`config.mk`:
```
export PLATFORM = sky130hd
export DESIGN_NAME = alu_seq_n_flat
export DESIGN_NICKNAME = d
export VERILOG_FILES = /design/src/rtl/alu_seq_n_if.sv /design/src/rtl/alu_seq_n.sv /design/src/flat_wrapper.sv
export SDC_FILE = /design/constraint.sdc
export NUM_CORES = 1
export LEC_CHECK = 0
export BUFFER_PORTS_ARGS = -buffer_cell sky130_fd_sc_hd__clkbuf_2
export CAP_MARGIN = 15
export CORE_MARGIN = 5
export CORE_UTILIZATION = 29
export CTS_CLUSTER_SIZE = 40
export DETAILED_ROUTE_END_ITERATION = 8
export PLACE_DENSITY = 0.47
export SYNTH_ARGS = -nofsm -noshare
export SYNTH_HDL_FRONTEND = slang
export SYNTH_SLANG_ARGS = --single-unit
```
`constraint.sdc`:
```
create_clock -name clk -period 5.05 [get_ports clk]
set_input_delay 0.2525 -clock clk [delete_from_list [all_inputs] [get_ports clk]]
set_output_delay 0.2525 -clock clk [all_outputs]
set_load 0.05 [all_outputs]
```
`src/rtl/alu_seq_n_if.sv`:
```
// Operand/result bundle for alu_seq_n: the operand handshake from the decode stage
// and the registered result with its flags towards writeback.
interface alu_seq_n_if #(
    parameter int W = 16
);
    logic         in_valid;
    logic         in_ready;
    logic [W-1:0] a;
    logic [W-1:0] b;
    logic         cin;
    logic [2:0]   opc;
    logic         out_valid;
    logic [W-1:0] result;
    logic         zero;
    logic         neg;
    logic         carry;
    logic         ovf;

    modport master (
        output in_valid, a, b, cin, opc,
        input  in_ready, out_valid, result, zero, neg, carry, ovf
    );

    modport slave (
        input  in_valid, a, b, cin, opc,
        output in_ready, out_valid, result, zero, neg, carry, ovf
    );
endinterface

```
`src/rtl/alu_seq_n.sv`:
```
// Registered W-bit ALU with valid/ready operand capture, carry/overflow flags and a
// W-cycle shift-add multiplier that stalls the input while it runs.
module alu_seq_n #(
    parameter int W = 16
) (
    input  logic       clk,
    input  logic       rst,
    alu_seq_n_if.slave bus
);
    localparam int SW = $clog2(W);
    localparam logic [SW-1:0] CNT_LAST = SW'(W - 1);
    localparam logic [SW-1:0] CNT_ONE  = SW'(1);

    localparam logic [2:0] OP_ADD = 3'd0;
    localparam logic [2:0] OP_SUB = 3'd1;
    localparam logic [2:0] OP_AND = 3'd2;
    localparam logic [2:0] OP_OR  = 3'd3;
    localparam logic [2:0] OP_XOR = 3'd4;
    localparam logic [2:0] OP_SHL = 3'd5;
    localparam logic [2:0] OP_SAR = 3'd6;
    localparam logic [2:0] OP_MUL = 3'd7;

    typedef enum logic [0:0] {
        ST_IDLE = 1'b0,
        ST_MULT = 1'b1
    } state_t;

    // Signed overflow of x + y given the sign bits of both addends and of the sum.
    function automatic logic add_ovf(input logic x_msb, input logic y_msb, input logic r_msb);
        return (x_msb == y_msb) && (r_msb != x_msb);
    endfunction

    state_t         state_q, state_d;
    logic           op_vld_q, op_vld_d;
    logic [W-1:0]   op_a_q, op_a_d;
    logic [W-1:0]   op_b_q, op_b_d;
    logic           op_cin_q, op_cin_d;
    logic [2:0]     op_opc_q, op_opc_d;
    logic [W-1:0]   mcand_q, mcand_d;
    logic [W-1:0]   mplier_q, mplier_d;
    logic [W-1:0]   acc_q, acc_d;
    logic [SW-1:0]  cnt_q, cnt_d;
    logic [W-1:0]   result_q, result_d;
    logic           zero_q, zero_d;
    logic           neg_q, neg_d;
    logic           carry_q, carry_d;
    logic           ovf_q, ovf_d;
    logic           out_valid_q, out_valid_d;

    logic           accept_s;
    logic           mul_done_s;
    logic [W-1:0]   acc_step_s;
    logic [SW-1:0]  sh_s;
    logic [W:0]     add_s;
    logic [W:0]     sub_s;
    logic [W:0]     shl_s;
    logic signed [W:0] sar_in_s;
    logic signed [W:0] sar_s;
    logic [W-1:0]   alu_res_s;
    logic           alu_carry_s;
    logic           alu_ovf_s;

    assign accept_s = bus.in_valid && (state_q == ST_IDLE);

    // Operand capture stage for the single-cycle opcodes.
    always_comb begin
        op_vld_d = 1'b0;
        op_a_d   = op_a_q;
        op_b_d   = op_b_q;
        op_cin_d = op_cin_q;
        op_opc_d = op_opc_q;
        if (accept_s && (bus.opc != OP_MUL)) begin
            op_vld_d = 1'b1;
            op_a_d   = bus.a;
            op_b_d   = bus.b;
            op_cin_d = bus.cin;
            op_opc_d = bus.opc;
        end else begin
            op_vld_d = 1'b0;
        end
    end

    // Single-cycle datapath on the captured operands; the shifts carry one guard bit
    // so the last bit shifted out falls into bit W (SHL) or bit 0 (SAR).
    always_comb begin
        sh_s        = op_b_q[SW-1:0];
        add_s       = {1'b0, op_a_q} + {1'b0, op_b_q} + {{W{1'b0}}, op_cin_q};
        sub_s       = {1'b0, op_a_q} + {1'b0, ~op_b_q} + {{W{1'b0}}, 1'b1};
        shl_s       = {1'b0, op_a_q} << sh_s;
        sar_in_s    = {op_a_q, 1'b0};
        sar_s       = sar_in_s >>> sh_s;
        alu_res_s   = {W{1'b0}};
        alu_carry_s = 1'b0;
        alu_ovf_s   = 1'b0;
        case (op_opc_q)
            OP_ADD: begin
                alu_res_s   = add_s[W-1:0];
                alu_carry_s = add_s[W];
                alu_ovf_s   = add_ovf(op_a_q[W-1], op_b_q[W-1], add_s[W-1]);
            end
            OP_SUB: begin
                alu_res_s   = sub_s[W-1:0];
                alu_carry_s = sub_s[W];
                alu_ovf_s   = add_ovf(op_a_q[W-1], ~op_b_q[W-1], sub_s[W-1]);
            end
            OP_AND: alu_res_s = op_a_q & op_b_q;
            OP_OR:  alu_res_s = op_a_q | op_b_q;
            OP_XOR: alu_res_s = op_a_q ^ op_b_q;
            OP_SHL: begin
                alu_res_s   = shl_s[W-1:0];
                alu_carry_s = shl_s[W];
            end
            OP_SAR: begin
                alu_res_s   = sar_s[W:1];
                alu_carry_s = sar_s[0];
            end
            default: begin
                alu_res_s   = {W{1'b0}};
                alu_carry_s = 1'b0;
                alu_ovf_s   = 1'b0;
            end
        endcase
    end

    // Multiply sequencer: one shift-add step per cycle for W cycles.
    always_comb begin
        state_d    = state_q;
        mcand_d    = mcand_q;
        mplier_d   = mplier_q;
        acc_d      = acc_q;
        cnt_d      = cnt_q;
        mul_done_s = 1'b0;
        acc_step_s = acc_q + (mplier_q[0] ? mcand_q : {W{1'b0}});
        case (state_q)
            ST_IDLE: begin
                if (accept_s && (bus.opc == OP_MUL)) begin
                    mcand_d  = bus.a;
                    mplier_d = bus.b;
                    acc_d    = {W{1'b0}};
                    cnt_d    = {SW{1'b0}};
                    state_d  = ST_MULT;
                end else begin
                    state_d  = ST_IDLE;
                end
            end
            ST_MULT: begin
                acc_d    = acc_step_s;
                mcand_d  = mcand_q << 1;
                mplier_d = mplier_q >> 1;
                cnt_d    = cnt_q + CNT_ONE;
                if (cnt_q == CNT_LAST) begin
                    mul_done_s = 1'b1;
                    state_d    = ST_IDLE;
                end else begin
                    state_d    = ST_MULT;
                end
            end
            default: begin
                state_d = ST_IDLE;
            end
        endcase
    end

    // Result/flag register update; a multiply and a single-cycle op never finish together.
    always_comb begin
        out_valid_d = 1'b0;
        result_d    = result_q;
        carry_d     = carry_q;
        ovf_d       = ovf_q;
        if (mul_done_s) begin
            out_valid_d = 1'b1;
            result_d    = acc_step_s;
            carry_d     = 1'b0;
            ovf_d       = 1'b0;
        end else if (op_vld_q) begin
            out_valid_d = 1'b1;
            result_d    = alu_res_s;
            carry_d     = alu_carry_s;
            ovf_d       = alu_ovf_s;
        end else begin
            out_valid_d = 1'b0;
        end
        zero_d = (result_d == {W{1'b0}});
        neg_d  = result_d[W-1];
        if (!(mul_done_s || op_vld_q)) begin
            zero_d = zero_q;
            neg_d  = neg_q;
        end else begin
            neg_d  = result_d[W-1];
        end
    end

    // State and datapath registers with synchronous reset.
    always_ff @(posedge clk) begin
        if (rst) begin
            state_q     <= ST_IDLE;
            op_vld_q    <= 1'b0;
            op_a_q      <= {W{1'b0}};
            op_b_q      <= {W{1'b0}};
            op_cin_q    <= 1'b0;
            op_opc_q    <= 3'd0;
            mcand_q     <= {W{1'b0}};
            mplier_q    <= {W{1'b0}};
            acc_q       <= {W{1'b0}};
            cnt_q       <= {SW{1'b0}};
            result_q    <= {W{1'b0}};
            zero_q      <= 1'b0;
            neg_q       <= 1'b0;
            carry_q     <= 1'b0;
            ovf_q       <= 1'b0;
            out_valid_q <= 1'b0;
        end else begin
            state_q     <= state_d;
            op_vld_q    <= op_vld_d;
            op_a_q      <= op_a_d;
            op_b_q      <= op_b_d;
            op_cin_q    <= op_cin_d;
            op_opc_q    <= op_opc_d;
            mcand_q     <= mcand_d;
            mplier_q    <= mplier_d;
            acc_q       <= acc_d;
            cnt_q       <= cnt_d;
            result_q    <= result_d;
            zero_q      <= zero_d;
            neg_q       <= neg_d;
            carry_q     <= carry_d;
            ovf_q       <= ovf_d;
            out_valid_q <= out_valid_d;
        end
    end

    assign bus.in_ready  = (state_q == ST_IDLE);
    assign bus.out_valid = out_valid_q;
    assign bus.result    = result_q;
    assign bus.zero      = zero_q;
    assign bus.neg       = neg_q;
    assign bus.carry     = carry_q;
    assign bus.ovf       = ovf_q;
endmodule

```
`src/flat_wrapper.sv`:
```
// flat-port wrapper written by rule: the top's interface ports become plain ports
module alu_seq_n_flat 
#(
    parameter int W = 16
)
  (clk, rst, bus_in_valid, bus_a, bus_b, bus_cin, bus_opc, bus_in_ready, bus_out_valid, bus_result, bus_zero, bus_neg, bus_carry, bus_ovf);
  alu_seq_n_if #(.W(W)) bus_i ();
  input  logic clk;
  input  logic rst;
  input wire logic [$bits(bus_i.in_valid)-1:0] bus_in_valid;
  input wire logic [$bits(bus_i.a)-1:0] bus_a;
  input wire logic [$bits(bus_i.b)-1:0] bus_b;
  input wire logic [$bits(bus_i.cin)-1:0] bus_cin;
  input wire logic [$bits(bus_i.opc)-1:0] bus_opc;
  output wire logic [$bits(bus_i.in_ready)-1:0] bus_in_ready;
  output wire logic [$bits(bus_i.out_valid)-1:0] bus_out_valid;
  output wire logic [$bits(bus_i.result)-1:0] bus_result;
  output wire logic [$bits(bus_i.zero)-1:0] bus_zero;
  output wire logic [$bits(bus_i.neg)-1:0] bus_neg;
  output wire logic [$bits(bus_i.carry)-1:0] bus_carry;
  output wire logic [$bits(bus_i.ovf)-1:0] bus_ovf;
  assign bus_i.in_valid = bus_in_valid;
  assign bus_i.a = bus_a;
  assign bus_i.b = bus_b;
  assign bus_i.cin = bus_cin;
  assign bus_i.opc = bus_opc;
  assign bus_in_ready = bus_i.in_ready;
  assign bus_out_valid = bus_i.out_valid;
  assign bus_result = bus_i.result;
  assign bus_zero = bus_i.zero;
  assign bus_neg = bus_i.neg;
  assign bus_carry = bus_i.carry;
  assign bus_ovf = bus_i.ovf;
  alu_seq_n #(.W(W)) u_core (.clk(clk), .rst(rst), .bus(bus_i));
endmodule
```
After elaboration in Yosys (flattened, before gate mapping)
Cells that the tools add are included.
- $add $sub $neg: 6
- multipliers: 0
- divide/modulo/power cells: 0
- order comparisons: 0
- equality and inequality tests: 14
- shift operators: 2
- muxes and demuxes: 22
- bitwise logic cells: 6
- reductions and logical operators: 9
- operator list (cell ; number):
    16-bit case mux with 7 select lines ; 1
    16-bit two-way mux ; 6
    16-bit case mux with 2 select lines ; 3
    16-bit by 16-bit adder with 17-bit output ; 2
    17-bit by 1-bit adder with 17-bit output ; 1
    17-bit by 1-bit adder with 17-bit output, second input constant ; 1
    16-bit by 4-bit << shifter with 17-bit output ; 1
    17-bit by 4-bit >>> shifter with 17-bit output ; 1
    16-bit adder ; 1
    16-bit AND ; 1
    16-bit logical NOT ; 1
    16-bit NOT ; 1
    16-bit bitwise OR ; 1
    16-bit XOR ; 1
    3-bit == test, second input constant ; 4
    4-bit case mux with 2 select lines ; 1
    1-bit two-way mux ; 7
    3-bit by 2-bit == test with 1-bit output, second input constant ; 2
    1-bit logical AND ; 5
    4-bit by 1-bit adder with 4-bit output, second input constant ; 1
    4-bit == test, second input constant ; 1
    4-bit two-way mux ; 1
    1-bit case mux with 2 select lines ; 2
    1-bit case mux with 4 select lines ; 1
    other kinds (9) ; 12
- bits in registers: 111
- latch bits: 0
- memory bits (writable): 0
- memory bits (read-only): 0
- bits of input ports: 39
- output and inout bits: 22
- logic and storage cells: 75
- memories: 0

Depth between registers and ports, before layout
Gate-level depths: netlist of run 1.
- depth in word-level cells: 7
- mapped depth: 16
- depth with buffers taken out: 14

Least setup slack after synthesis of run 1
Ideal clock, no wire load.
- kind: reg-to-reg
- start: reg u_core.op_b_q[2]
- end: reg u_core.zero_q (netlist: u_core.bus.zero)
- library setup time: 0.061 ns
- arrival: 3.834 ns
- slack: 1.155 ns
- stages on the path, launching flop included: 16
- period minus slack after synthesis: 3.895 ns
- path through: dfxtp_1 > buf_2 > buf_1 > inv_1 > clkbuf_1 > ha_1 > clkbuf_1 > or4_1 > nand2_1 > o22ai_1 > a211o_1 > a221oi_1 > nand2_1 > or4b_1 > nor4b_2 > a32o_1
- word-level cells in the longest chain between the ends: 7
- elaborated cells on any way between the ends: 14
- those cells by class: add/sub: 4; shift: 2; mux: 3; bitwise: 4; reduce/logical: 1
- RTL lines (element ; line ; source):
    from (decl) ; alu_seq_n.sv:36 ; logic [W-1:0] op_b_q, op_b_d;
    from (signal assigned) ; alu_seq_n.sv:199 ; op_b_q <= {W{1'b0}};
    from (signal assigned) ; alu_seq_n.sv:216 ; op_b_q <= op_b_d;
    16-bit NOT ; alu_seq_n.sv:88 ; sub_s = {1'b0, op_a_q} + {1'b0, ~op_b_q} + {{W{1'b0}}, 1'b1};
    16-bit by 16-bit adder with 17-bit output ; alu_seq_n.sv:88 ;
    17-bit by 1-bit adder with 17-bit output ; alu_seq_n.sv:88 ;
    16-bit case mux with 7 select lines * ; alu_seq_n.sv:95 ; case (op_opc_q)
    16-bit two-way mux * ; alu_seq_n.sv:175 ; end else if (op_vld_q) begin
    16-bit two-way mux * ; alu_seq_n.sv:170 ; if (mul_done_s) begin
    16-bit logical NOT * ; alu_seq_n.sv:183 ; zero_d = (result_d == {W{1'b0}});
    to (signal assigned) ; alu_seq_n.sv:224 ; zero_q <= zero_d;
    to (decl) ; alu_seq_n.sv:44 ; logic zero_q, zero_d;
Mark *: on every way between the ends. The rest lies on a longest branch, timed or not.
A chain may end at the register's enable or synchronous reset.

Worst setup path in the final report of run 1
- start: reg u_core.op_a_q[8]
- end: reg u_core.zero_q (netlist: u_core.bus.zero)
- word-level cells in the longest chain between the ends: 6
- elaborated cells on any way between the ends: 13
- those cells by class: add/sub: 4; shift: 2; mux: 3; bitwise: 3; reduce/logical: 1
- RTL lines (element ; line ; source):
    from (decl) ; alu_seq_n.sv:35 ; logic [W-1:0] op_a_q, op_a_d;
    from (signal assigned) ; alu_seq_n.sv:198 ; op_a_q <= {W{1'b0}};
    from (signal assigned) ; alu_seq_n.sv:215 ; op_a_q <= op_a_d;
    16-bit by 16-bit adder with 17-bit output, on equally long branches ; alu_seq_n.sv:88, alu_seq_n.sv:87 ;
    17-bit by 1-bit adder with 17-bit output, on equally long branches ; alu_seq_n.sv:88, alu_seq_n.sv:87 ;
    16-bit case mux with 7 select lines * ; alu_seq_n.sv:95 ;
    16-bit two-way mux * ; alu_seq_n.sv:175 ;
    16-bit two-way mux * ; alu_seq_n.sv:170 ;
    16-bit logical NOT * ; alu_seq_n.sv:183 ;
Marked as above.

==> flow_summary.yaml, run 1 <==
logic_synthesis:
  synthFlopType: "dfxtp_1"
  synth_top_family_by_area: "compound AO/OA/AOI/OAI gates"
  seq_area_frac_synth_pct: 23.3
  async_flop_share_pct: 0
  synth-xor-area-share_pct: 2.11
  synth_fa_ha_area_share_pct: 10.0
  ys.warnings.count: 0
  synth.mux.area_fraction_pct: 11.7
  synthSimpleGateAreaFrac_pct: 22.6
  synth_fp_nets: 1362
  synth_seq_cells: 111
  ys_types: 83
  syn_inst: 1249
  synth_compound_area_share_pct: 23.9
  synth-edff-count: 0
  netlist_area_sq_um: 9550
  synth.avg_cell_area_sq_um: 7.65
layout:
  drive_gt1_share_pct: 12.6
  nFillCells: 3626
  layout_common_cells: "nor2_1, a21oi_1, nand2_1"
  final_common_cell: "nor2_1"
  seq_area_sq_um: 2230
  area_delta_synth_final_pct: 10.2
  multi_input_area_sq_um: 6730
  diodes: 0
  post-route-util_pct: 32.4
  fin_nets: 1364
global_routing:
  antenna_found_initial: 0
  grt_max_degree: 99
  gr-total-overflow: 0
  grt_usage_pct: 19.7
  grt_pass1_wl_mm: 55.5
  grt_pass1_vias: 8956
setup_path:
  critPathSlowestCell: "or4_1"
  cp-end-kind: "flip-flop"
  critPathTopFamily: "simple AND/OR/NAND/NOR gates"
  start_kind: "flip-flop"
  cp_max_fo: 15
  max_stage_delay_ps: 620
  crit_required_ps: 5360
  crit_buf_inv: 1
  crit_path_cell_trace: "inv_1 -> ha_1 -> or4_1 -> or3_1 -> a21oi_1 -> nor2_1 -> a211o_1 -> o22ai_1 -> a221o_1 -> or4b_1 -> nor4b_2 -> a32o_1"
  crit_type: "flip-flop to flip-flop"
  arrival_ps: 4390
drt:
  first_pass_iters: 6
  vias_per_cell: 5.55
  drc: 0
  top_layer: "met4"
  vias: 9420
  wl_met2_mm: 16.7
  drtAntennaViolNets: 0
  wl_met1_mm: 16.9
  drt_first_iter_violations: 873
  wl_per_cell_um: 21.8
  routed_wl_mm: 37.0
  route.met3.wl_mm: 2.22
power:
  swShare_pct: 36.8
  p_int_uw: 1520
  clock_power_share_pct: 31.0
  pwr-share-seq_pct: 39.9
  peakVddDrop_mv: 0.150
  p_switching_uw: 886
  p_leak_uw: 0.00410
  p_per_area_nw_per_um2: 229
  combPwrFrac_pct: 29.1
sta:
  rsz0062_at_grt: "no"
  whs_ps: 103
  hold_viol_final: 0
  post-route-period-util_pct: 80.8
  tns_ps: 0
  setup_viol_count_final: 0
  slew_headroom_pct: 33.7
  maxSlewViolCount: 0
  max_freq_mhz: 245
  post-route-min-period_ps: 4080
  fin_skew_ps: 13.0
  tightest_slew_ps: 995
place:
  place_congestion: 0.942
  port_buffers: 60
  dp_hpwl_mm: 28.2
clock_network:
  clock_latency_ps: 370
  cts.sinks: 111
  clockBufferDepth: 2
  cts_resized: 0
  cts_tree: "yes"
  postCtsHoldBufs: 0
  root_buffer: "clkbuf_16"
  postCtsSetupRepairBufs: 0
  clkTransAtPathRegs_ps: 80
  numCtsBuffers: 9
  htree_num_levels: 3
floorplan:
  coreArea_sq_um: 32500
  rows: 66
  die_y_um: 192
  num_io_pins: 61
  start_util_pct: 29.4
  chipWidth_um: 192
  dieArea_sq_um: 36700
flow_run:
  drv_cap: 0
worst_hold_path:
  hold_class: "primary input to flip-flop"
status:
  status: "finished, final reports clean"
==> metrics by stage <==
step	instance area, sq um	total power [uW]	setup WS [ps]	std cells
3_3_place_gp	10200	1670	1180	1682
3_5_place_dp	10200	1670	1040	1682
4_1_cts	10500	2420	1020	1698
6_report	10500	2410	970	1698
5_1_grt	10500	2520	825	1698
2_1_floorplan	9550	1450	1160	1249
==> layout make-up <==
class                   count  area share, %
flip-flops and latches    111           21.2
clock buffers              10           2.38
multi-input cells         988           63.9
well taps                 442           5.25
repair buffers             90           5.01
clock inverters             6          0.463
inverters                  51           1.82
==> cell families after synthesis <==
| logic type | after synthesis |
|---|---|
| adder cells (fa/ha/maj) | 74 |
| XOR/XNOR | 23 |
| flip-flops | 111 |
| buffers and inverters | 150 |
| multiplexers | 83 |
| AO/OA/AOI/OAI | 350 |
| AND/OR/NAND/NOR | 458 |
==> tightest hold or removal path, delay by kind of cell <==
kind	cells	cell delay, ps
compound gates	1	50
buf+inv	1	80
simple gates	1	40
==> state kept, by name (all words and copies together), names as in the netlist, 3 cells and up <==
register	cells
u_core.cnt_q	4
u_core.acc_q	16
u_core.op_b_q	16
u_core.bus.result	16
u_core.op_a_q	16
u_core.mplier_q	16
u_core.op_opc_q	3
u_core.mcand_q	16
==> final timing paths <==
check                                        from                               to  slack (ps)  depth (start not counted)
hold / removal                            bus_cin     u_core.op_cin_q$_SDFFE_PP0P_         100                          3
setup / recovery    u_core.op_a_q[8]$_SDFFE_PP0P_     u_core.bus.zero$_SDFFE_PP0P_         970                         12
setup reg to reg    u_core.op_a_q[8]$_SDFFE_PP0P_     u_core.bus.zero$_SDFFE_PP0P_         970                         12
hold reg to reg   u_core.mcand_q[15]$_SDFFE_PP0P_  u_core.mcand_q[15]$_SDFFE_PP0P_         460                          2
==> power groups by stage <==
stage	clock network, uW	logic (uW)	registers [uW]
2_1_floorplan	0	463	984
6_report	746	701	961
3_5_place_dp	0	688	981
3_3_place_gp	0	695	980
4_1_cts	768	691	960
5_1_grt	800	753	965
==> Yosys cell counts (9+ instances only) <==
cell | count | area, sq um
nor2_1 | 165 | 619
nor3b_1 | 19 | 143
o21ai_0 | 40 | 200
ha_1 | 70 | 876
inv_1 | 48 | 180
o21a_1 | 11 | 82.6
nor3_1 | 33 | 165
o31ai_1 | 9 | 67.6
clkbuf_1 | 65 | 244
a31oi_1 | 13 | 81.3
mux2_2 | 11 | 124
buf_1 | 11 | 41.3
a21o_1 | 9 | 67.6
a211oi_1 | 18 | 135
and2_1 | 23 | 144
a211o_1 | 10 | 87.6
nor2b_1 | 13 | 81.3
a22oi_1 | 15 | 113
buf_2 | 19 | 95.1
a21oi_1 | 142 | 711
nand3_1 | 24 | 120
nand2_1 | 126 | 473
mux2i_1 | 49 | 490
o211ai_1 | 10 | 75.1
mux4_2 | 21 | 473
xnor2_1 | 15 | 131
dfxtp_1 | 111 | 2220
==> per-layer routing <==
metal	global-route usage, %	up-vias
met1	27.3	4539
li1	-	4483
met5	0	-
met2	31.1	348
met3	3.41	50
met4	6.41	0
No activity file was read; power rests on OpenSTA's default activity.
==> run 2, diff against run 1 <==
--- a/config.mk
+++ b/config.mk
@@ -11,7 +11,7 @@
 export CORE_UTILIZATION = 29
 export CTS_CLUSTER_SIZE = 40
 export DETAILED_ROUTE_END_ITERATION = 8
-export PLACE_DENSITY = 0.47
+export PLACE_DENSITY = 0.49
 export SYNTH_ARGS = -nofsm -noshare
 export SYNTH_HDL_FRONTEND = slang
 export SYNTH_SLANG_ARGS = --single-unit
==> constraint.sdc (replaced) <==
create_clock -name clk -period 3.75 [get_ports clk]
set_input_delay 0.1875 -clock clk [delete_from_list [all_inputs] [get_ports clk]]
set_output_delay 0.1875 -clock clk [all_outputs]
set_load 0.05 [all_outputs]
==> flow_summary.yaml, run 2 (same netlist as run 1, synthesis figures left out) <==
status:
  status: "finished, final reports clean"
clock_network:
  clockBufferDepth: 2
  htree_num_levels: 3
  cts_resized: 0
  root_buffer: "clkbuf_16"
  cts_tree: "yes"
  postCtsHoldBufs: 0
  numCtsBuffers: 9
  clkTransAtPathRegs_ps: 100
  postCtsSetupRepairBufs: 0
  clock_latency_ps: 370
  cts.sinks: 111
setup_path:
  ff2ff_path_depth: 11
  r2r_end: "u_core.bus.zero$_SDFFE_PP0P_"
  cp_max_fo: 10
  start_kind: "flip-flop"
  crit_required_ps: 4060
  crit_type: "flip-flop to flip-flop"
  arrival_ps: 3960
  rrSetupSlack_ps: 100
  cp-end-kind: "flip-flop"
  rr_startpoint: "u_core.op_b_q[4]$_SDFFE_PP0P_"
sta:
  hold_viol_final: 0
  post-route-period-util_pct: 97.4
  max_freq_mhz: 274
  rsz0062_at_grt: "no"
  tns_ps: 0
  setup_viol_count_final: 0
  whs_ps: 44.4
  post-route-min-period_ps: 3650
  slew_headroom_pct: 37.8
  maxSlewViolCount: 0
  tightest_slew_ps: 933
  fin_skew_ps: 20.7
flow_run:
  drv_cap: 0
place:
  port_buffers: 60
  place_congestion: 0.997
  place_area_sq_um: 10600
  dp_hpwl_mm: 30.5
global_routing:
  grt_usage_pct: 21.0
  antenna_found_initial: 1
  grt_pass1_vias: 9166
  grt_pass1_wl_mm: 58.5
  grt_max_degree: 96
  gr-total-overflow: 0
drt:
  drt_first_iter_violations: 938
  vias_per_cell: 5.51
  wl_per_cell_um: 22.3
  first_pass_iters: 6
  vias: 9625
  drc: 0
  drtAntennaViolNets: 0
  routed_wl_mm: 38.9
layout:
  nFillCells: 3536
  final_common_cell: "nor2_1"
  area_delta_synth_final_pct: 14.7
  final_area_sq_um: 11000
  fin_nets: 1412
  diodes: 0
  drive_gt1_share_pct: 16.2
  layout_common_cells: "nor2_1, a21oi_1, nand2_1"
floorplan:
  start_util_pct: 29.4
  coreArea_sq_um: 32500
  die_y_um: 192
  rows: 66
  num_io_pins: 61
  dieArea_sq_um: 36700
  chipWidth_um: 192
power:
  p_leak_uw: 0.00436
  p_per_area_nw_per_um2: 309
  peakVddDrop_mv: 0.259
worst_hold_path:
  hold_class: "primary input to flip-flop"
  hold-path-endpoint: "u_core.op_b_q[5]$_SDFFE_PP0P_"
  min_path_cells: 3
  min_from: "bus_b[5]"
## run 2: power by group
| part | leakage, uW | internal (uW) | switching (uW) |
|---|---|---|---|
| Clock | 0.000155 | 496 | 576 |
| Sequential | 0.000905 | 1220 | 53.4 |
| Combinational | 0.00330 | 370 | 666 |
| Total | 0.00436 | 2090 | 1300 |
## run 2: critical path: stages (launching register included)
cell and delay (ps):
dfxtp_1 370, inv_1 70, ha_1 430, or4_1 640
nand2_1 140, o22ai_1 80, a211o_1 300, a221oi_1 480
nand2_1 130, or4b_1 550, nor4b_2 260, a32o_1 150
## run 2: worst max-delay path by stage
stage / start / end / cells past startpoint
3_3_place_gp: u_core.op_b_q[1]$_SDFFE_PP0P_ / u_core.bus.zero$_SDFFE_PP0P_ / 13
5_1_grt: u_core.op_b_q[4]$_SDFFE_PP0P_ / u_core.bus.zero$_SDFFE_PP0P_ / 11
3_5_place_dp: u_core.op_b_q[8]$_SDFFE_PP0P_ / u_core.bus.zero$_SDFFE_PP0P_ / 12
2_1_floorplan: u_core.op_b_q[2]$_SDFFE_PP0P_ / u_core.bus.zero$_SDFFE_PP0P_ / 15
6_report: u_core.op_b_q[4]$_SDFFE_PP0P_ / u_core.bus.zero$_SDFFE_PP0P_ / 11
4_1_cts: u_core.op_b_q[7]$_SDFFE_PP0P_ / u_core.bus.zero$_SDFFE_PP0P_ / 12
## run 2: cell type report
| type | count | area (sq um) | share of cell area (%) |
|---|---|---|---|
| Inverter | 51 | 191 | 1.75 |
| Clock inverter | 7 | 93.8 | 0.857 |
| Timing Repair Buffer | 138 | 913 | 8.34 |
| Clock buffer | 9 | 225 | 2.06 |
| Multi-Input combinational cell | 988 | 6750 | 61.6 |
| Tap cell | 442 | 553 | 5.05 |
| Sequential cell | 111 | 2230 | 20.3 |
## run 2: through the flow
step	power, uW	std cells	utilization, %	setup slack, ps
finish	3390	1746	33.7	97.6
global route	3530	1746	33.7	10.9
CTS	3400	1746	33.6	122
detailed placement	2320	1730	32.6	146
global placement	2320	1730	32.6	138
floorplan	1950	1249	-	0.261
## run 2: layer usage
metal | wire length, um | part of all wire (%) | up-vias | global-route usage [%]
li1 | - | - | 4589 | -
met1 | 17700 | 45 | 4634 | 29.3
met2 | 17200 | 44 | 342 | 32.3
met3 | 2270 | 5.8 | 60 | 3.07
met4 | 1770 | 4.5 | 0 | 9.03
met5 | 0 | 0 | - | 0
